### src/rtl/pipeline_stall_controller_if.sv
// Control bundle between the pipeline front/back end and the stall controller.
// master = pipeline side (hazard/branch/memory/debug sources), slave = controller.
interface pipeline_stall_controller_if #(
    parameter int CNT_W = 32
);
    logic             hazard;
    logic             branch_taken;
    logic             mem_busy;
    logic             halt_req;

    logic             freeze_pc;
    logic             freeze_if_id;
    logic             freeze_back;
    logic             bubble_id_ex;
    logic             flush_if_id;
    logic             flush_id_ex;
    logic             halted;
    logic             mem_timeout;
    logic [CNT_W-1:0] stall_cycles;
    logic [CNT_W-1:0] flush_count;
    logic [CNT_W-1:0] mem_wait_cycles;

    modport master (
        output hazard, branch_taken, mem_busy, halt_req,
        input  freeze_pc, freeze_if_id, freeze_back, bubble_id_ex,
               flush_if_id, flush_id_ex, halted, mem_timeout,
               stall_cycles, flush_count, mem_wait_cycles
    );

    modport slave (
        input  hazard, branch_taken, mem_busy, halt_req,
        output freeze_pc, freeze_if_id, freeze_back, bubble_id_ex,
               flush_if_id, flush_id_ex, halted, mem_timeout,
               stall_cycles, flush_count, mem_wait_cycles
    );
endinterface

### src/rtl/pipeline_stall_controller.sv
// Stall/flush sequencer for the 5-stage pipeline with debug halt and memory-wait timeout.
// Define PERF_CNT_EN to build the stall/flush/mem-wait performance counters.
module pipeline_stall_controller #(
    parameter int MEM_TIMEOUT = 255,
    parameter int WAIT_W      = 8,
    parameter int CNT_W       = 32
) (
    input  logic                        clk,
    input  logic                        rst,
    pipeline_stall_controller_if.slave  ctl
);
    typedef enum logic [1:0] {
        RUN      = 2'd0,
        MEM_WAIT = 2'd1,
        HALT     = 2'd2
    } state_t;

    localparam logic [WAIT_W-1:0] WAIT_MAX     = '1;
    localparam logic [WAIT_W-1:0] TIMEOUT_LAST = WAIT_W'(MEM_TIMEOUT - 1);

    state_t            state_q, state_d;
    logic [WAIT_W-1:0] wait_cnt_q, wait_cnt_d;
    logic              mem_timeout_q, mem_timeout_d;

    logic freeze_all;
    logic halt_go;
    logic freeze_pc, freeze_if_id, freeze_back;
    logic bubble_id_ex, flush_if_id, flush_id_ex;

    assign freeze_all = ctl.mem_busy | (state_q == HALT);
    // Halt waits for memory to finish and for a pending branch flush to complete.
    assign halt_go    = ctl.halt_req & ~ctl.mem_busy & ~ctl.branch_taken;

    // NOTE: every output of a combinational block gets a default first, so no path leaves it unassigned and infers a latch.
    always_comb begin
        freeze_pc    = 1'b0;
        freeze_if_id = 1'b0;
        freeze_back  = 1'b0;
        bubble_id_ex = 1'b0;
        flush_if_id  = 1'b0;
        flush_id_ex  = 1'b0;
        if (freeze_all) begin
            freeze_pc    = 1'b1;
            freeze_if_id = 1'b1;
            freeze_back  = 1'b1;
        end else if (ctl.branch_taken) begin
            flush_if_id  = 1'b1;
            flush_id_ex  = 1'b1;
        end else if (ctl.hazard) begin
            freeze_pc    = 1'b1;
            freeze_if_id = 1'b1;
            bubble_id_ex = 1'b1;
        end
    end

    always_comb begin
        state_d = state_q;
        case (state_q)
            RUN: begin
                if (ctl.mem_busy)  state_d = MEM_WAIT;
                else if (halt_go)  state_d = HALT;
            end
            MEM_WAIT: begin
                if (halt_go)            state_d = HALT;
                else if (!ctl.mem_busy) state_d = RUN;
            end
            HALT: begin
                if (!ctl.halt_req) state_d = RUN;
            end
            default: state_d = RUN;
        endcase
    end

    always_comb begin
        wait_cnt_d    = '0;
        mem_timeout_d = mem_timeout_q;
        if (ctl.mem_busy) begin
            wait_cnt_d = (wait_cnt_q == WAIT_MAX) ? wait_cnt_q : wait_cnt_q + 1'b1;
            if (wait_cnt_q == TIMEOUT_LAST) mem_timeout_d = 1'b1;
        end
    end

    // NOTE: sequential state uses non-blocking assignments so all registers update from pre-edge values.
    always_ff @(posedge clk) begin
        if (rst) begin
            state_q       <= RUN;
            wait_cnt_q    <= '0;
            mem_timeout_q <= 1'b0;
        end else begin
            state_q       <= state_d;
            wait_cnt_q    <= wait_cnt_d;
            mem_timeout_q <= mem_timeout_d;
        end
    end

    assign ctl.freeze_pc    = freeze_pc;
    assign ctl.freeze_if_id = freeze_if_id;
    assign ctl.freeze_back  = freeze_back;
    assign ctl.bubble_id_ex = bubble_id_ex;
    assign ctl.flush_if_id  = flush_if_id;
    assign ctl.flush_id_ex  = flush_id_ex;
    assign ctl.halted       = (state_q == HALT);
    assign ctl.mem_timeout  = mem_timeout_q;

`ifdef PERF_CNT_EN
    logic [CNT_W-1:0] stall_cycles_q, flush_count_q, mem_wait_cycles_q;

    always_ff @(posedge clk) begin
        if (rst) begin
            stall_cycles_q    <= '0;
            flush_count_q     <= '0;
            mem_wait_cycles_q <= '0;
        end else begin
            if (bubble_id_ex) stall_cycles_q    <= stall_cycles_q + 1'b1;
            if (flush_id_ex)  flush_count_q     <= flush_count_q + 1'b1;
            if (ctl.mem_busy) mem_wait_cycles_q <= mem_wait_cycles_q + 1'b1;
        end
    end

    assign ctl.stall_cycles    = stall_cycles_q;
    assign ctl.flush_count     = flush_count_q;
    assign ctl.mem_wait_cycles = mem_wait_cycles_q;
`else
    assign ctl.stall_cycles    = {CNT_W{1'b0}};
    assign ctl.flush_count     = {CNT_W{1'b0}};
    assign ctl.mem_wait_cycles = {CNT_W{1'b0}};
`endif
endmodule

### src/flat_wrapper.sv
// flat-port wrapper written by rule: the top's interface ports become plain ports
module pipeline_stall_controller_flat 
#(
    parameter int MEM_TIMEOUT = 255,
    parameter int WAIT_W      = 8,
    parameter int CNT_W       = 32
)
  (clk, rst, ctl_hazard, ctl_branch_taken, ctl_mem_busy, ctl_halt_req, ctl_freeze_pc, ctl_freeze_if_id, ctl_freeze_back, ctl_bubble_id_ex, ctl_flush_if_id, ctl_flush_id_ex, ctl_halted, ctl_mem_timeout, ctl_stall_cycles, ctl_flush_count, ctl_mem_wait_cycles);
  pipeline_stall_controller_if #(.CNT_W(CNT_W)) ctl_i ();
  input  logic clk;
  input  logic rst;
  input wire logic [$bits(ctl_i.hazard)-1:0] ctl_hazard;
  input wire logic [$bits(ctl_i.branch_taken)-1:0] ctl_branch_taken;
  input wire logic [$bits(ctl_i.mem_busy)-1:0] ctl_mem_busy;
  input wire logic [$bits(ctl_i.halt_req)-1:0] ctl_halt_req;
  output wire logic [$bits(ctl_i.freeze_pc)-1:0] ctl_freeze_pc;
  output wire logic [$bits(ctl_i.freeze_if_id)-1:0] ctl_freeze_if_id;
  output wire logic [$bits(ctl_i.freeze_back)-1:0] ctl_freeze_back;
  output wire logic [$bits(ctl_i.bubble_id_ex)-1:0] ctl_bubble_id_ex;
  output wire logic [$bits(ctl_i.flush_if_id)-1:0] ctl_flush_if_id;
  output wire logic [$bits(ctl_i.flush_id_ex)-1:0] ctl_flush_id_ex;
  output wire logic [$bits(ctl_i.halted)-1:0] ctl_halted;
  output wire logic [$bits(ctl_i.mem_timeout)-1:0] ctl_mem_timeout;
  output wire logic [$bits(ctl_i.stall_cycles)-1:0] ctl_stall_cycles;
  output wire logic [$bits(ctl_i.flush_count)-1:0] ctl_flush_count;
  output wire logic [$bits(ctl_i.mem_wait_cycles)-1:0] ctl_mem_wait_cycles;
  assign ctl_i.hazard = ctl_hazard;
  assign ctl_i.branch_taken = ctl_branch_taken;
  assign ctl_i.mem_busy = ctl_mem_busy;
  assign ctl_i.halt_req = ctl_halt_req;
  assign ctl_freeze_pc = ctl_i.freeze_pc;
  assign ctl_freeze_if_id = ctl_i.freeze_if_id;
  assign ctl_freeze_back = ctl_i.freeze_back;
  assign ctl_bubble_id_ex = ctl_i.bubble_id_ex;
  assign ctl_flush_if_id = ctl_i.flush_if_id;
  assign ctl_flush_id_ex = ctl_i.flush_id_ex;
  assign ctl_halted = ctl_i.halted;
  assign ctl_mem_timeout = ctl_i.mem_timeout;
  assign ctl_stall_cycles = ctl_i.stall_cycles;
  assign ctl_flush_count = ctl_i.flush_count;
  assign ctl_mem_wait_cycles = ctl_i.mem_wait_cycles;
  pipeline_stall_controller #(.MEM_TIMEOUT(MEM_TIMEOUT), .WAIT_W(WAIT_W), .CNT_W(CNT_W)) u_core (.clk(clk), .rst(rst), .ctl(ctl_i));
endmodule
### config.mk
export PLATFORM = sky130hd
export DESIGN_NAME = pipeline_stall_controller_flat
export DESIGN_NICKNAME = d
export VERILOG_FILES = /design/src/rtl/pipeline_stall_controller_if.sv /design/src/rtl/pipeline_stall_controller.sv /design/src/flat_wrapper.sv
export SDC_FILE = /design/constraint.sdc
export NUM_CORES = 1
export LEC_CHECK = 0
export BUFFER_PORTS_ARGS = -buffer_cell sky130_fd_sc_hd__buf_2
export CORE_MARGIN = 2
export CORE_UTILIZATION = 41
export CTS_CLUSTER_DIAMETER = 80
export CTS_CLUSTER_SIZE = 10
export DETAILED_ROUTE_END_ITERATION = 12
export MAX_ROUTING_LAYER = met4
export PLACE_DENSITY = 0.86
export SETUP_SLACK_MARGIN = 0.02
export SLEW_MARGIN = 20
export SYNTH_ARGS = -nofsm -noshare
export SYNTH_HDL_FRONTEND = slang
export SYNTH_SLANG_ARGS = --single-unit
### constraint.sdc
create_clock -name clk -period 4.1 [get_ports clk]
set_input_delay 0.82 -clock clk [delete_from_list [all_inputs] [get_ports clk]]
set_output_delay 0.82 -clock clk [all_outputs]
set_load 0.005 [all_outputs]
==> impl_metrics.env, run 1 <==
export IMPL_maxCapViolCount=0
export IMPL_netlist_top_cells_count="buf_4, dfxtp_1, a21oi_1, nor2_1"
export IMPL_first_pass_iters=4
export IMPL_cts_buffer_depth=2
export IMPL_finalCritPeriodShare_pct=53.4
export IMPL_postCtsHoldBufs=0
export IMPL_routedWlPerCell_um=6.92
export IMPL_clock_latency_ns=0.27
export IMPL_hp_start="u_core.state_q[1]"
export IMPL_ys_seq_elements=11
export IMPL_routed_wirelength_um=1430
export IMPL_syn_inst=161
export IMPL_grt_pass1_vias=412
export IMPL_reg2reg_depth=4
export IMPL_muxShareOfSynthArea_pct=0
export IMPL_netlist_area_mm2=0.00128
export IMPL_min_path_cells=1
export IMPL_fin_crit_ns=2.19
export IMPL_grtUsageTotal_pct=6.68
export IMPL_p_per_area_mw_per_mm2=218
export IMPL_avgViaCountPerCell=3.62
export IMPL_synth_xor_area_share_pct=1.37
export IMPL_fin_skew_ns=0.00575
export IMPL_cts_made_buffers=3
export IMPL_ys_flop_type="dfxtp_1"
export IMPL_gp_congestion=0.774
export IMPL_synth_edff_count=0
export IMPL_reg2reg_to="u_core.wait_cnt_q[1]"
export IMPL_syn_avg_cell_area_um2=7.93
export IMPL_grt_overflow_total=0
export IMPL_path_class="in -> out"
export IMPL_grt_max_degree=10
export IMPL_dp_hpwl_um=1180
export IMPL_multi_input_area_um2=654
export IMPL_hold_path_class="reg -> reg"
export IMPL_r2r_slack_ns=2.65
export IMPL_status="complete, no violations"
export IMPL_core_mm2=0.00300
export IMPL_rows=20
export IMPL_ys_types=30
export IMPL_yosysWarningCount=0
export IMPL_peakVddDrop_v=0.0000889
export IMPL_cts_sinks=11
export IMPL_post_cts_buffers=0
export IMPL_worstPathRequired_ns=3.28
export IMPL_grt_pass1_wl_um=1670
export IMPL_arrival_ns=1.37
export IMPL_fin_nets=182
export IMPL_yosysTopAreaCellShare_pct=57.6
export IMPL_rr_startpoint="u_core.wait_cnt_q[0]"
export IMPL_synth_compound_area_share_pct=5.97
export IMPL_vias=745
export IMPL_tritoncts="done"
export IMPL_clk_pin_slew_worst_paths_ns=0.07
export IMPL_async_flop_share_pct=0
export IMPL_end_kind="output port"
export IMPL_drc=0
export IMPL_start_util_pct=42.5
export IMPL_finalSetupTns_ns=0
export IMPL_synth_top_family_by_area="buffers and inverters"
export IMPL_die_w_um=59.8
export IMPL_pin_count=110
export IMPL_rsz0062_at_grt="no"
export IMPL_finalMaxSlewViolations=0
export IMPL_regArea_um2=220
export IMPL_cellLeakagePower_nw=0.573
export IMPL_ys_seq_area_share_pct=17.2
export IMPL_ant_nets=0
export IMPL_yosys_area_share_simple_pct=13.7
export IMPL_area_growth_syn_to_layout_pct=-20.0
export IMPL_drt_iter0_drc=13
export IMPL_drive_gt1_share_pct=12.1
export IMPL_dieArea_mm2=0.00358
export IMPL_fmax_mhz=457
export IMPL_crit_fanout=5
export IMPL_yosysMostFrequentCell="buf_4"
export IMPL_ctsResizeCount=0
export IMPL_holdPathEnd="u_core.state_q[0]"
export IMPL_io_buffers=13
export IMPL_synth_top_area_cell="buf_4"
export IMPL_die_y_um=59.8
export IMPL_nFillCells=329
export IMPL_setup_viol=0
export IMPL_h_tree_depth=1
export IMPL_synthTopCellsByArea="buf_4, dfxtp_1, a21oi_1, ha_1, nor3_1"
export IMPL_synthAdderAreaFrac_pct=1.96
export IMPL_clockRootBuffer="clkbuf_4"
export IMPL_antenna_found_initial=0
export IMPL_antenna_cells=0
export IMPL_final_area_mm2=0.00102
export IMPL_placed_cell_area_um2=996
export IMPL_finalHoldViolations=0
export IMPL_post_route_util_pct=34.0
export IMPL_cp_start_kind="input pin"
[area by class of cell]
cell class	instances	area share [%]
well taps	33	4.04
clock buffers	4	2.57
repair buffers	13	6.36
inverters	4	1.47
flip-flops and latches	11	21.5
multi-input cells	141	64.0
[registers in the layout, indices dropped and copies added, names as in the netlist]
name / flops
u_core.ctl.mem_timeout: 1
u_core.state_q: 2
u_core.wait_cnt_q: 8
[worst max path at each step]
stage	startpoint	to	slack, ns	cells after the start
after floorplan	ctl_mem_busy	ctl_flush_if_id	2.05	3
after global placement	ctl_mem_busy	ctl_flush_id_ex	1.93	4
after detailed placement	ctl_mem_busy	ctl_flush_id_ex	1.91	4
after CTS	ctl_mem_busy	ctl_flush_id_ex	1.91	4
after global routing	ctl_mem_busy	ctl_flush_id_ex	1.87	4
final	ctl_mem_busy	ctl_flush_id_ex	1.91	4
[critical path, stage by stage]
cell and delay, ns:
buf_2 0.13, nor2_1 0.16, and2_1 0.15, buf_2 0.11
[per-stage QoR]
step                hold WS [ns]  setup WS, ns  power, W  std cells
global placement           0.425          1.93  0.000147        202
CTS                        0.440          1.91  0.000222        206
global route               0.467          1.87  0.000238        206
floorplan                  0.409          2.05  0.000208        256
detailed placement         0.428          1.91  0.000147        202
finish                     0.432          1.91  0.000223        206
[per-layer routing]
| layer | vias to the layer above | wire, um | track usage, % |
|---|---|---|---|
| met1 | 325 | 491 | 6.40 |
| met2 | 63 | 681 | 10.2 |
| met3 | 4 | 236 | 4.76 |
| met4 | 0 | 14 | 2.86 |
| li1 | 353 | - | - |
| met5 | - | 0 | - |
[report_power, final]
part            total, W  switching [W]  internal, W
clock          0.0000761      0.0000384    0.0000377
sequential      0.000110     0.00000174     0.000109
combinational  0.0000363      0.0000288   0.00000750
total           0.000223      0.0000689     0.000154
[cell usage in the layout, fill, tap and decap left out, types with 3 or more instances in the layout]
cell type	n
conb_1	96
buf_2	13
dfxtp_1	11
nor2_1	5
a21oi_1	5
inv_1	4
nor3_1	4
nand3_1	3
a31oi_1	3
clkbuf_4	3
[logic make-up after synthesis]
kind of cell / after synthesis
other: 1
and+or+nand+nor: 29
buffers and inverters: 104
xor gates and xnor gates: 2
adders and majority gates: 2
AOI/OAI and AO/OA: 12
DFF: 11
No activity file was read; power rests on OpenSTA's default activity.
==> run 2, diff against run 1 <==
CORE_UTILIZATION = 35   (was 41)
PLACE_DENSITY = 0.78   (was 0.86)
clock period = 1.8 ns   (was 4.1 ns; I/O delays follow)
==> impl_metrics.env, run 2 (synthesis gave the netlist of run 1 again) <==
export IMPL_grt_max_degree=10
export IMPL_gp_congestion=0.772
export IMPL_first_pass_iters=4
export IMPL_p_per_area_mw_per_mm2=483
export IMPL_ctsResizeCount=0
export IMPL_cellLeakagePower_nw=0.573
export IMPL_area_growth_syn_to_layout_pct=-18.7
export IMPL_finalSetupTns_ns=0
export IMPL_start_util_pct=37.4
export IMPL_nFillCells=382
export IMPL_drive_gt1_share_pct=12.1
export IMPL_antenna_cells=0
export IMPL_pwr_share_comb_pct=16.7
export IMPL_fin_total_pwr_w=0.000501
export IMPL_post_place_ws_ns=0.399
export IMPL_vias=741
export IMPL_p_sw_w=0.000151
export IMPL_core_mm2=0.00342
export IMPL_fin_nets=182
export IMPL_finalMaxSlewViolations=0
export IMPL_clockRootBuffer="clkbuf_4"
export IMPL_switching_share_pct=30.1
export IMPL_cts_made_buffers=3
export IMPL_p_seq_share_pct=50.1
export IMPL_rows=21
export IMPL_tritoncts="done"
export IMPL_layout_commonest_cell="conb_1"
export IMPL_postCtsHoldBufs=0
export IMPL_post_cts_buffers=0
export IMPL_fmax_mhz=621
export IMPL_io_buffers=13
export IMPL_h_tree_depth=1
export IMPL_grt_pass1_vias=447
export IMPL_peakVddDrop_v=0.000165
export IMPL_fin_skew_ns=0.00203
export IMPL_grt_overflow_total=0
export IMPL_antenna_found_initial=0
export IMPL_maxCapViolCount=0
export IMPL_largest_register_ffs=8
export IMPL_routed_wirelength_um=1540
export IMPL_top_register="u_core.wait_cnt_q"
export IMPL_status="complete, no violations"
export IMPL_die_y_um=64.4
export IMPL_cts_buffer_depth=2
export IMPL_crit_fanout=4
export IMPL_cp_start_kind="flip-flop"
export IMPL_rr_startpoint="u_core.wait_cnt_q[1]"
export IMPL_final_cell_mix="conb_1, buf_2, dfxtp_1"
export IMPL_drt_iter0_drc=8
export IMPL_arrival_ns=1.25
export IMPL_cts_sinks=11
export IMPL_rsz0062_at_grt="no"
export IMPL_routedWlPerCell_um=7.03
export IMPL_pin_count=110
export IMPL_grtUsageTotal_pct=6.36
export IMPL_finalCritPeriodShare_pct=89.4
export IMPL_timing_hold_ws_ns=0.268
export IMPL_grt_pass1_wl_um=1980
export IMPL_dieArea_mm2=0.00415
export IMPL_avgViaCountPerCell=3.38
export IMPL_fin_crit_ns=1.61
export IMPL_finalHoldViolations=0
export IMPL_startpoint="u_core.state_q[1]"
export IMPL_clk_pin_slew_worst_paths_ns=0.07
export IMPL_drc=0
export IMPL_hold_path_class="in -> reg"
export IMPL_die_w_um=64.4
export IMPL_ant_nets=0
export IMPL_setup_ws_ns=0.191
export IMPL_clock_latency_ns=0.27
export IMPL_end_kind="output port"
export IMPL_hp_start="rst"
export IMPL_path_class="reg -> out"
export IMPL_setup_viol=0
export IMPL_dp_hpwl_um=1270
export IMPL_worstPathRequired_ns=1.44
export IMPL_intPower_w=0.000350
export IMPL_pwr_share_clk_pct=33.2
run 2: final timing paths:
path | to | slack (ns) | cells past startpoint
max | ctl_flush_id_ex | 0.19 | 4
min | u_core.ctl.mem_timeout | 0.27 | 2
max reg2reg | u_core.wait_cnt_q[1] | 0.39 | 4
min reg2reg | u_core.state_q[0] | 0.44 | 1
run 2: worst max-delay path, cell delays in order (launching register included):
cell and delay, ns:
dfxtp_1 0.35, nor2b_1 0.24, nor2_1 0.10, and2_1 0.17, buf_2 0.12
run 2: final cells by class:
class | instances | area [um^2] | share of cell area [%]
Multi-Input combinational cell | 141 | 654 | 63.0
Timing Repair Buffer | 13 | 65.1 | 6.27
Clock buffer | 4 | 26.3 | 2.53
Inverter | 4 | 15.0 | 1.45
Tap cell | 46 | 57.6 | 5.54
Sequential cell | 11 | 220 | 21.2
run 2: through the flow:
stage               util, %  instance area, um^2  instances
finish                 30.4                 1040        219
global route           30.4                 1040        219
CTS                    30.4                 1040        219
detailed placement     29.6                 1010        215
global placement       29.6                 1010        215
floorplan                 -                 1630        256
run 2: layer usage:
layer	track usage, %	up-vias	part of all wire [%]
met1	6.71	324	34
li1	-	351	-
met3	4.51	0	18
met5	-	-	0
met2	10.0	66	49
met4	0.798	0	0
run 2: power by group through the flow:
stage | registers (W) | logic [W] | clock network, W
floorplan | 0.000256 | 0.000217 | 0
global placement | 0.000257 | 0.0000781 | 0
detailed placement | 0.000257 | 0.0000785 | 0
CTS | 0.000251 | 0.0000789 | 0.000175
global route | 0.000252 | 0.0000980 | 0.000183
finish | 0.000251 | 0.0000836 | 0.000166
